`config.mk`:
```
export PLATFORM = sky130hd
export DESIGN_NAME = adc_capture_14bit_flat
export DESIGN_NICKNAME = d
export VERILOG_FILES = /design/src/rtl/adc_capture_14bit_if.sv /design/src/rtl/adc_capture_14bit.sv /design/src/flat_wrapper.sv
export SDC_FILE = /design/constraint.sdc
export NUM_CORES = 1
export LEC_CHECK = 0
export CORE_AREA = 5 5 224 226
export CTS_CLUSTER_SIZE = 40
export DETAILED_ROUTE_END_ITERATION = 10
export DIE_AREA = 0 0 229 231
export GPL_TIMING_DRIVEN = 0
export PLACE_DENSITY = 0.72
export SYNTH_ARGS = -nofsm -noshare
export SYNTH_HDL_FRONTEND = slang
export SYNTH_SLANG_ARGS = --single-unit
export TNS_END_PERCENT = 5
```
`constraint.sdc`:
```
create_clock -name clk -period 18.6 [get_ports clk]
set_clock_uncertainty 0.15 [all_clocks]
set_input_delay 2.79 -clock clk [delete_from_list [all_inputs] [get_ports clk]]
set_output_delay 2.79 -clock clk [all_outputs]
set_load 0.05 [all_outputs]
```
`src/rtl/adc_capture_14bit_if.sv`:
```
// adc_capture_14bit_if
//   Valid/ready record stream leaving the ADC capture block.
//   data  : {B,A} decimated sample pair, each W-bit two's complement (or raw)
//   valid : data/last hold a word
//   ready : sink accepts the word this cycle
//   last  : word is the final pair of the captured record
//   master modport: producer (capture block); slave modport: consumer.
interface adc_capture_14bit_if #(
  parameter int W = 14
);
  logic [2*W-1:0] data;
  logic           valid;
  logic           ready;
  logic           last;

  modport master (
    output data,
    output valid,
    output last,
    input  ready
  );

  modport slave (
    input  data,
    input  valid,
    input  last,
    output ready
  );
endinterface

```
`src/rtl/adc_capture_14bit.sv`:
```
// adc_capture_14bit
//   Receive side of the dual 14-bit converter board. Registers both ADC
//   channels, optionally converts offset-binary to two's complement, block-
//   averages by 2**DEC_LOG2, and on a rising crossing of trig_level on
//   channel A stores capture_len pairs into a first-word-fall-through FIFO
//   that drains over a valid/ready stream.
//
// Ports
//   clk          system clock, also forwarded as the converter sample clock
//   rst          synchronous active-high reset
//   adc_da/db    raw channel samples;   adc_otr_a/b  out-of-range flags
//   adc_clk_a/b  = clk;                 adc_oe_n     tied low
//   arm          one-cycle capture request (IDLE only, capture_len != 0)
//   abort        cancel capture and flush the FIFO (wins over arm)
//   trig_level   signed threshold on channel A
//   capture_len  record length in pairs, latched on an accepted arm
//   m            record stream {B,A}, last marks the final pair
//   busy         FSM not idle
//   done         one-cycle pulse on the pop of the final pair
//   ovf          sticky: a pair was dropped because the FIFO was full
//   otr_seen     sticky {B,A} out-of-range seen while capturing
//
// States
//   state   | meaning
//   IDLE    | waiting for arm
//   ARMED   | tracking previous decimated A, looking for a rising crossing
//   CAPTURE | pushing every decimated pair until len pairs are stored
//   DRAIN   | record complete, waiting for the last pair to be popped
module adc_capture_14bit #(
  parameter int W         = 14,
  parameter int DEC_LOG2  = 2,
  parameter int FIFO_AW   = 4,
  parameter int TWOS_COMP = 1,
  parameter int LEN_W     = 16
) (
  input  logic                 clk,
  input  logic                 rst,
  input  logic [W-1:0]         adc_da,
  input  logic [W-1:0]         adc_db,
  input  logic                 adc_otr_a,
  input  logic                 adc_otr_b,
  output logic                 adc_clk_a,
  output logic                 adc_clk_b,
  output logic                 adc_oe_n,
  input  logic                 arm,
  input  logic                 abort,
  input  logic [W-1:0]         trig_level,
  input  logic [LEN_W-1:0]     capture_len,
  adc_capture_14bit_if.master  m,
  output logic                 busy,
  output logic                 done,
  output logic                 ovf,
  output logic [1:0]           otr_seen
);

  localparam int ACC_W = W + DEC_LOG2;
  localparam int DEPTH = 1 << FIFO_AW;

  localparam logic [W-1:0] MSB_FLIP =
    (TWOS_COMP != 0) ? {1'b1, {(W-1){1'b0}}} : '0;

  localparam logic [1:0] S_IDLE    = 2'd0;
  localparam logic [1:0] S_ARMED   = 2'd1;
  localparam logic [1:0] S_CAPTURE = 2'd2;
  localparam logic [1:0] S_DRAIN   = 2'd3;

  localparam logic [LEN_W-1:0] LEN_ONE = {{(LEN_W-1){1'b0}}, 1'b1};
  localparam logic [FIFO_AW:0] PTR_ONE = {{FIFO_AW{1'b0}}, 1'b1};

  assign adc_clk_a = clk;
  assign adc_clk_b = clk;
  assign adc_oe_n  = 1'b0;

  // ---------------------------------------------------------------
  // Input pipeline: s1 captures the pins, s2 carries converted data.
  // ---------------------------------------------------------------
  logic [W-1:0] s1_a, s1_b, s2_a, s2_b;
  logic [1:0]   s1_otr, s2_otr;

  always_ff @(posedge clk) begin
    if (rst) begin
      s1_a   <= '0;
      s1_b   <= '0;
      s1_otr <= '0;
      s2_a   <= '0;
      s2_b   <= '0;
      s2_otr <= '0;
    end else begin
      s1_a   <= adc_da;
      s1_b   <= adc_db;
      s1_otr <= {adc_otr_b, adc_otr_a};
      s2_a   <= s1_a ^ MSB_FLIP;
      s2_b   <= s1_b ^ MSB_FLIP;
      s2_otr <= s1_otr;
    end
  end

  // ---------------------------------------------------------------
  // Control signals shared by decimator, FSM and FIFO
  // ---------------------------------------------------------------
  logic [1:0]         state;
  logic               arm_ok;
  logic               flush;

  assign arm_ok = arm && !abort && (state == S_IDLE) && (capture_len != '0);
  assign flush  = abort || arm_ok;

  // ---------------------------------------------------------------
  // Decimator
  // ---------------------------------------------------------------
  logic               dec_stb;
  logic signed [W-1:0] dec_a, dec_b;

  generate
    if (DEC_LOG2 == 0) begin : g_bypass
      assign dec_stb = 1'b1;
      assign dec_a   = s2_a;
      assign dec_b   = s2_b;
    end else begin : g_avg
      logic [DEC_LOG2-1:0] phase;
      logic [ACC_W-1:0]    acc_a, acc_b, sum_a, sum_b;

      assign sum_a   = acc_a + {{DEC_LOG2{s2_a[W-1]}}, s2_a};
      assign sum_b   = acc_b + {{DEC_LOG2{s2_b[W-1]}}, s2_b};
      assign dec_stb = &phase;
      // Dropping the low DEC_LOG2 bits is an arithmetic shift, i.e. a
      // floor division of the signed block sum.
      assign dec_a   = sum_a[ACC_W-1:DEC_LOG2];
      assign dec_b   = sum_b[ACC_W-1:DEC_LOG2];

      always_ff @(posedge clk) begin
        if (rst || arm_ok) begin
          phase <= '0;
          acc_a <= '0;
          acc_b <= '0;
        end else begin
          phase <= phase + {{(DEC_LOG2-1){1'b0}}, 1'b1};
          if (dec_stb) begin
            acc_a <= '0;
            acc_b <= '0;
          end else begin
            acc_a <= sum_a;
            acc_b <= sum_b;
          end
        end
      end
    end
  endgenerate

  // ---------------------------------------------------------------
  // FIFO (first-word fall-through, extra pointer bit for full/empty)
  // ---------------------------------------------------------------
  logic [2*W:0]     mem [DEPTH];
  logic [FIFO_AW:0] wr_ptr, rd_ptr;
  logic [2*W:0]     rd_word;
  logic             fifo_empty, fifo_full;
  logic             pop, push_req, push_ok, push_last;

  assign fifo_empty = (wr_ptr == rd_ptr);
  assign fifo_full  = (wr_ptr[FIFO_AW] != rd_ptr[FIFO_AW]) &&
                      (wr_ptr[FIFO_AW-1:0] == rd_ptr[FIFO_AW-1:0]);
  assign rd_word    = mem[rd_ptr[FIFO_AW-1:0]];

  assign m.valid = !fifo_empty;
  // Outputs read as zero when nothing is queued so an idle or freshly
  // reset block never shows stale memory contents.
  assign m.data  = m.valid ? rd_word[2*W-1:0] : '0;
  assign m.last  = m.valid && rd_word[2*W];

  assign pop     = m.valid && m.ready;
  assign push_ok = push_req && (!fifo_full || pop);

  always_ff @(posedge clk) begin
    if (rst || flush) begin
      wr_ptr <= '0;
      rd_ptr <= '0;
    end else begin
      if (push_ok) wr_ptr <= wr_ptr + PTR_ONE;
      if (pop)     rd_ptr <= rd_ptr + PTR_ONE;
    end
  end

  always_ff @(posedge clk) begin
    if (push_ok) mem[wr_ptr[FIFO_AW-1:0]] <= {push_last, dec_b, dec_a};
  end

  // ---------------------------------------------------------------
  // Capture FSM
  // ---------------------------------------------------------------
  logic [LEN_W-1:0]    len_q, count;
  logic                have_prev;
  logic signed [W-1:0] prev_a;
  logic                crossing;

  assign crossing  = have_prev && (prev_a < $signed(trig_level)) &&
                     (dec_a >= $signed(trig_level));
  assign push_req  = !abort && dec_stb &&
                     (((state == S_ARMED) && crossing) || (state == S_CAPTURE));
  assign push_last = (count == (len_q - LEN_ONE));
  assign done      = !abort && (state == S_DRAIN) && pop && rd_word[2*W];
  assign busy      = (state != S_IDLE);

  always_ff @(posedge clk) begin
    if (rst) begin
      state     <= S_IDLE;
      len_q     <= '0;
      count     <= '0;
      have_prev <= 1'b0;
      prev_a    <= '0;
      ovf       <= 1'b0;
      otr_seen  <= '0;
    end else if (abort) begin
      state <= S_IDLE;
    end else begin
      case (state)
        S_IDLE: begin
          if (arm_ok) begin
            state     <= S_ARMED;
            len_q     <= capture_len;
            count     <= '0;
            have_prev <= 1'b0;
            ovf       <= 1'b0;
            otr_seen  <= '0;
          end
        end
        S_ARMED: begin
          if (dec_stb) begin
            if (crossing) begin
              state <= S_CAPTURE;
            end else begin
              prev_a    <= dec_a;
              have_prev <= 1'b1;
            end
          end
        end
        S_CAPTURE: begin
          otr_seen <= otr_seen | s2_otr;
        end
        S_DRAIN: begin
          if (done) state <= S_IDLE;
        end
        default: state <= S_IDLE;
      endcase

      // The crossing pair is the first push, so a length-1 record can
      // go from ARMED straight to DRAIN; this later assignment wins.
      if (push_req) begin
        if (push_ok) begin
          count <= count + LEN_ONE;
          if (push_last) state <= S_DRAIN;
        end else begin
          ovf <= 1'b1;
        end
      end
    end
  end

endmodule

```
`src/flat_wrapper.sv`:
```
// flat-port wrapper written by rule: the top's interface ports become plain ports
module adc_capture_14bit_flat 
#(
  parameter int W         = 14,
  parameter int DEC_LOG2  = 2,
  parameter int FIFO_AW   = 4,
  parameter int TWOS_COMP = 1,
  parameter int LEN_W     = 16
)
  (clk, rst, adc_da, adc_db, adc_otr_a, adc_otr_b, adc_clk_a, adc_clk_b, adc_oe_n, arm, abort, trig_level, capture_len, busy, done, ovf, otr_seen, m_data, m_valid, m_last, m_ready);
  adc_capture_14bit_if #(.W(W)) m_i ();
  input  logic clk;
  input  logic rst;
  input  logic [W-1:0] adc_da;
  input  logic [W-1:0] adc_db;
  input  logic adc_otr_a;
  input  logic adc_otr_b;
  output logic adc_clk_a;
  output logic adc_clk_b;
  output logic adc_oe_n;
  input  logic arm;
  input  logic abort;
  input  logic [W-1:0] trig_level;
  input  logic [LEN_W-1:0] capture_len;
  output logic busy;
  output logic done;
  output logic ovf;
  output logic [1:0] otr_seen;
  output wire logic [$bits(m_i.data)-1:0] m_data;
  output wire logic [$bits(m_i.valid)-1:0] m_valid;
  output wire logic [$bits(m_i.last)-1:0] m_last;
  input wire logic [$bits(m_i.ready)-1:0] m_ready;
  assign m_data = m_i.data;
  assign m_valid = m_i.valid;
  assign m_last = m_i.last;
  assign m_i.ready = m_ready;
  adc_capture_14bit #(.W(W), .DEC_LOG2(DEC_LOG2), .FIFO_AW(FIFO_AW), .TWOS_COMP(TWOS_COMP), .LEN_W(LEN_W)) u_core (.clk(clk), .rst(rst), .adc_da(adc_da), .adc_db(adc_db), .adc_otr_a(adc_otr_a), .adc_otr_b(adc_otr_b), .adc_clk_a(adc_clk_a), .adc_clk_b(adc_clk_b), .adc_oe_n(adc_oe_n), .arm(arm), .abort(abort), .trig_level(trig_level), .capture_len(capture_len), .m(m_i), .busy(busy), .done(done), .ovf(ovf), .otr_seen(otr_seen));
endmodule
```
* Yosys cells after proc, flatten, opt, wreduce, memory -nomap -nowiden
Memories as Yosys holds them, arrays and structs flattened. A register that Yosys moved wholly into a read port is not among the register bits. Cells that the tools add are included.
Operators by class: add/subtract/negate cells 7, $lt $le $gt $ge 2, equal/unequal tests 10, mux-type cells 27, bitwise gates (word level) 5, reductions and logical operators 35
Operators by type and width (count):
- 2-to-1 mux 16 bit | 4
- adder 16 bit | 2
- 2-to-1 mux 28 bit | 1
- adder 16 x 1 -> 16 bit (second input constant) | 1
- equality test 16 bit | 1
- 2-to-1 mux 2 bit | 8
- nonzero test 16 bit | 1
- subtractor 16 x 1 -> 16 bit (second input constant) | 1
- logical AND 1 bit | 15
- >= comparator 14 bit | 1
- < comparator 14 bit | 1
- adder 5 x 1 -> 5 bit (second input constant) | 2
- AND reduction 5 bit | 2
- 2-to-1 mux 1 bit | 9
- 2-to-1 mux 4 bit | 2
- case mux 2 bit (3 select lines) | 1
- AND reduction 3 bit | 2
- nonzero test 2 bit | 3
- equality test 5 bit | 1
- logical OR 1 bit | 5
- equality test 2 bit (second input constant) | 2
- equality test 4 bit | 1
- inequality test 2 x 1 -> 1 bit (second input constant) | 2
- NOT 1 bit | 4
- 11 further kinds | 14
Word-level totals: register bits after elaboration 156, bits in writable memories 464, input bits 65, output and inout bits 38, memories kept 1
Memory list:
- u_core.mem | words 16, width 29, rd ports 1, clocked after Yosys merged registers in 1, wr ports 1, line adc_capture_14bit.sv:153 | logic [2*W:0] mem [DEPTH];

* Logic depth before layout (Yosys ltp)
word-level depth 10, mapped depth 18, gate-level depth less buffers 17

==> summary.md <==
| Metric | Value |
|---|---|
| Outcome | `finished, final reports clean` |
| Final critical-path setup slack | `about 5.3 ns` |
| Drt initial violations | `~1400` |
| Routed len/inst | `~24 um` |
| Final Max Slew Viols | `0` |
| Fraction of layout instances using a drive strength above 1 | `between 15 and 20%` |
| Post_cts resized | `0` |
| CP bufs+invs | `4` |
| Core footprint | `roughly 0.048 mm^2` |
| Pleak | `around 10 nW` |
| Post-synth top area cell | `edfxtp_1` |
| CTS clk-pin slew, worst paths | `0.06 ns` |
| TNS Setup | `0 ns` |
| Worst path arrival time | `10.36 ns` |
| Top cell type's share of synthesized area | `about 54%` |
| Clock latency on the worst-skew pair | `approximately 0.73 ns` |
| Gr usage total | `about 22%` |
| Total power divided by cell area | `around 98 mW/mm^2` |
| P_sw | `between 0.6 and 0.7 mW` |
| Worst vdd ir | `0.06713 mV` |
| Max Fanout on Critical Path | `2` |
| Antenna violations before repair | `0` |
| Ant. Diodes | `0` |
| Switching Share | `21.64%` |
| Area occupied by registers | `between 0.015 and 0.02 mm^2` |
| Worst setup EP type | `primary output` |
| Detailed Route WL | `roughly 58000 um` |
| Dpl ws | `5.574 ns` |
| TritonCTS clock tree | `done` |
| Worst Tran Pin Value | `around 1.4 ns` |
| Synth warn | `0` |
| First-pass GRT wire length | `around 89000 um` |
| Critical path type | `clk2out` |
| Via count | `~15000` |
| Combinational power share | `under 10%` |
| Post-CTS Setup Bufs | `0` |
| Flops & latches, synth | `between 600 and 700` |
| Crit-path leading delay family | `buffers and inverters` |
| Max_cap viols | `0` |
| Critical Path RT | `roughly 16 ns` |
| Predominant post-synthesis flop cell | `edfxtp_1` |
| Sequential cell fraction of total power | `between 50% and 60%` |
| Cells along the critical path | `clkbuf_16 -> clkbuf_16 -> buf_4 -> clkdlybuf4s50_1` |
| Final #Nets | `just under 2000` |
| # fillers | `3400` |
| IO Count | `between 100 and 150` |
| Row cnt | `81` |
| Synth unique cells | `61` |
| Worst r2r src | `u_core.g_avg.acc_a[0]` |
| Drt pass-1 iters | `5` |
| CP startpoint kind | `clock port` |
| Vias per inst | `a little under 6` |
| Ys async rst share | `0%` |
| PortBufs | `101` |
| GRT Residual Overflow | `0` |
| Fin. Hold Viols | `0` |
| # setup viols final | `0` |
| Largest stage delay on the critical path | `just under 0.7 ns` |
| Vias in the first global route | `roughly 15000` |
| Top-count cell post-synth | `edfxtp_1` |
| CP Depth | `4` |
| Post-synth EDFFs | `between 400 and 500` |
| Slew headroom | `8.946%` |
| Syn Area/Cell | `~16 um^2` |
| Setup crit start | `clk` |
| Die W | `about 230 um` |
| Die height | `231 um` |
| Slowest library cell on the worst path | `clkdlybuf4s50_1` |
| R2R Setup Slk | `about 11 ns` |
| Area Overhead vs Synth | `17.74%` |
| Worst hold margin | `approximately 0.23 ns` |
| Pint | `between 2 and 2.5 mW` |
| Hold crit path type | `reg2reg` |
| Syn Nets | `between 1500 and 2000` |
| Crit path top cell by count | `clkbuf_16` |
| Routed Antenna Nets | `0` |
| Area of the multi-input gates | `just over 0.008 mm^2` |
| Worst flop-to-flop path endpoint | `u_core.mem[12][27]` |
| Post-synthesis sequential area ratio | `66.98%` |
| Cell area after synthesis | `roughly 0.026 mm^2` |
| Most instantiated cells after synthesis | `edfxtp_1, dfxtp_1, mux4_2` |
| RSZ-0062 raised after global routing | `no` |
| Total power | `2.949 mW` |
| Largest net degree at the start of global routing | `23` |
| RePlAce Congestion | `about 0.85` |
| Ranking of synthesized cells by area | `edfxtp_1, dfxtp_1, mux4_2` |
| R2R depth | `18` |
| Clock power frac | `between 40 and 50%` |
| CTS Hold Bufs | `0` |
| Cells after Synth | `~1600` |
| Die area | `0.05290 mm^2` |
| Critical path capture point | `adc_clk_b` |
| DRC errors left | `0` |
| Initial Util | `a little over half` |
| Post-DP HPWL | `just under 40000 um` |
## worst reg2reg max path, cell delays in order, from the launching register on
cell       delay [ns]
dfxtp_1          0.31
ha_1             0.24
fa_1             0.44
a211o_1          0.37
a2111oi_1        0.68
nor3_1           0.23
o41a_1           0.42
mux2i_1          0.23
nand2_1          0.44
ha_1             0.49
nand4_1          0.10
nor2_1           0.11
a21oi_1          0.08
mux2i_1          0.25
o31ai_2          0.60
clkbuf_1         0.42
nand2_1          0.35
nor2_4           0.72
buf_16           0.25
## kinds of logic (layout without fill, tap and decap cells)
| kind of cell | after synthesis | in the layout | synth area share (%) |
|---|---|---|---|
| AND/OR/NAND/NOR | 359 | 359 | 7.526 |
| AO/OA/AOI/OAI | 205 | 205 | 5.531 |
| buffers and inverters | 115 | 360 | 1.814 |
| XOR/XNOR | 56 | 56 | 1.917 |
| multiplexers | 183 | 183 | 12.88 |
| other | 1 | 1 | 0.01466 |
| flip-flops | 624 | 624 | 66.98 |
| adder cells (fa/ha/maj) | 67 | 67 | 3.335 |
## worst min-delay path by stage
stage,cells past startpoint,start,endpoint
2_1_floorplan,1,u_core.s1_a[13],u_core.s2_a[13]
3_3_place_gp,1,u_core.s1_a[13],u_core.s2_a[13]
3_5_place_dp,1,u_core.s1_a[13],u_core.s2_a[13]
4_1_cts,1,u_core.s1_a[13],u_core.s2_a[13]
5_1_grt,1,u_core.s1_a[13],u_core.s2_a[13]
6_report,1,u_core.s1_a[13],u_core.s2_a[13]
## stage by stage
stage | area [um^2] | util (%) | std cells
finish | 30120 | 62.58 | 2477
global route | 30120 | 62.58 | 2477
CTS | 30060 | 62.44 | 2477
detailed placement | 28040 | 58.24 | 2362
global placement | 27370 | 56.86 | 2333
floorplan | 25580 | - | 1610
## routing by layer
| metal | vias up | share of wire (%) | GRT usage, % |
|---|---|---|---|
| met4 | 0 | 2.1 | 5.337 |
| met2 | 550 | 51 | 38.02 |
| met3 | 84 | 6.6 | 3.899 |
| met1 | 7434 | 41 | 29.56 |
| met5 | - | 0 | 0 |
| li1 | 6637 | - | - |
## power groups by stage
stage          clock network (mW)  registers [mW]  logic, mW
5_1_grt                      1.34            1.54      0.165
4_1_cts                      1.28            1.54      0.147
3_3_place_gp               0.0308            1.57      0.134
3_5_place_dp               0.0308            1.57      0.145
6_report                     1.26            1.54      0.150
2_1_floorplan              0.0232            1.56     0.0868
## final cells by class
cell class,instances,share of cell area [%]
Multi-Input combinational cell,871,27.26
Timing Repair Buffer,128,4.947
Sequential cell,624,56.89
Clock buffer,83,5.591
Tap cell,622,2.583
Inverter,41,0.5109
Clock inverter,34,1.188
Buffer,74,1.030
## sequential cells by signal (all words and copies together), names as in the netlist, 16 cells and up, named ones only
signal,flops
u_core.g_avg.acc_b,16
u_core.mem,464
u_core.g_avg.acc_a,16
u_core.count,16
u_core.len_q,16
## layout by cell type, fill, tap and decap left out, types with 12 or more instances in the layout
cell type	instances
clkbuf_16	63
nor2_4	12
ha_1	65
a21oi_1	33
xnor2_1	27
clkdlybuf4s50_1	101
nand3_1	26
a31oi_1	15
edfxtp_1	464
nor3_1	16
clkbuf_1	64
buf_2	17
o21ai_0	29
inv_1	41
a211oi_1	68
and2_1	33
nand2_1	31
xor2_1	17
nor2_1	78
nor2b_1	96
buf_6	13
mux4_2	117
dfxtp_1	160
mux2i_1	66
(Power assumes the default switching activity.)
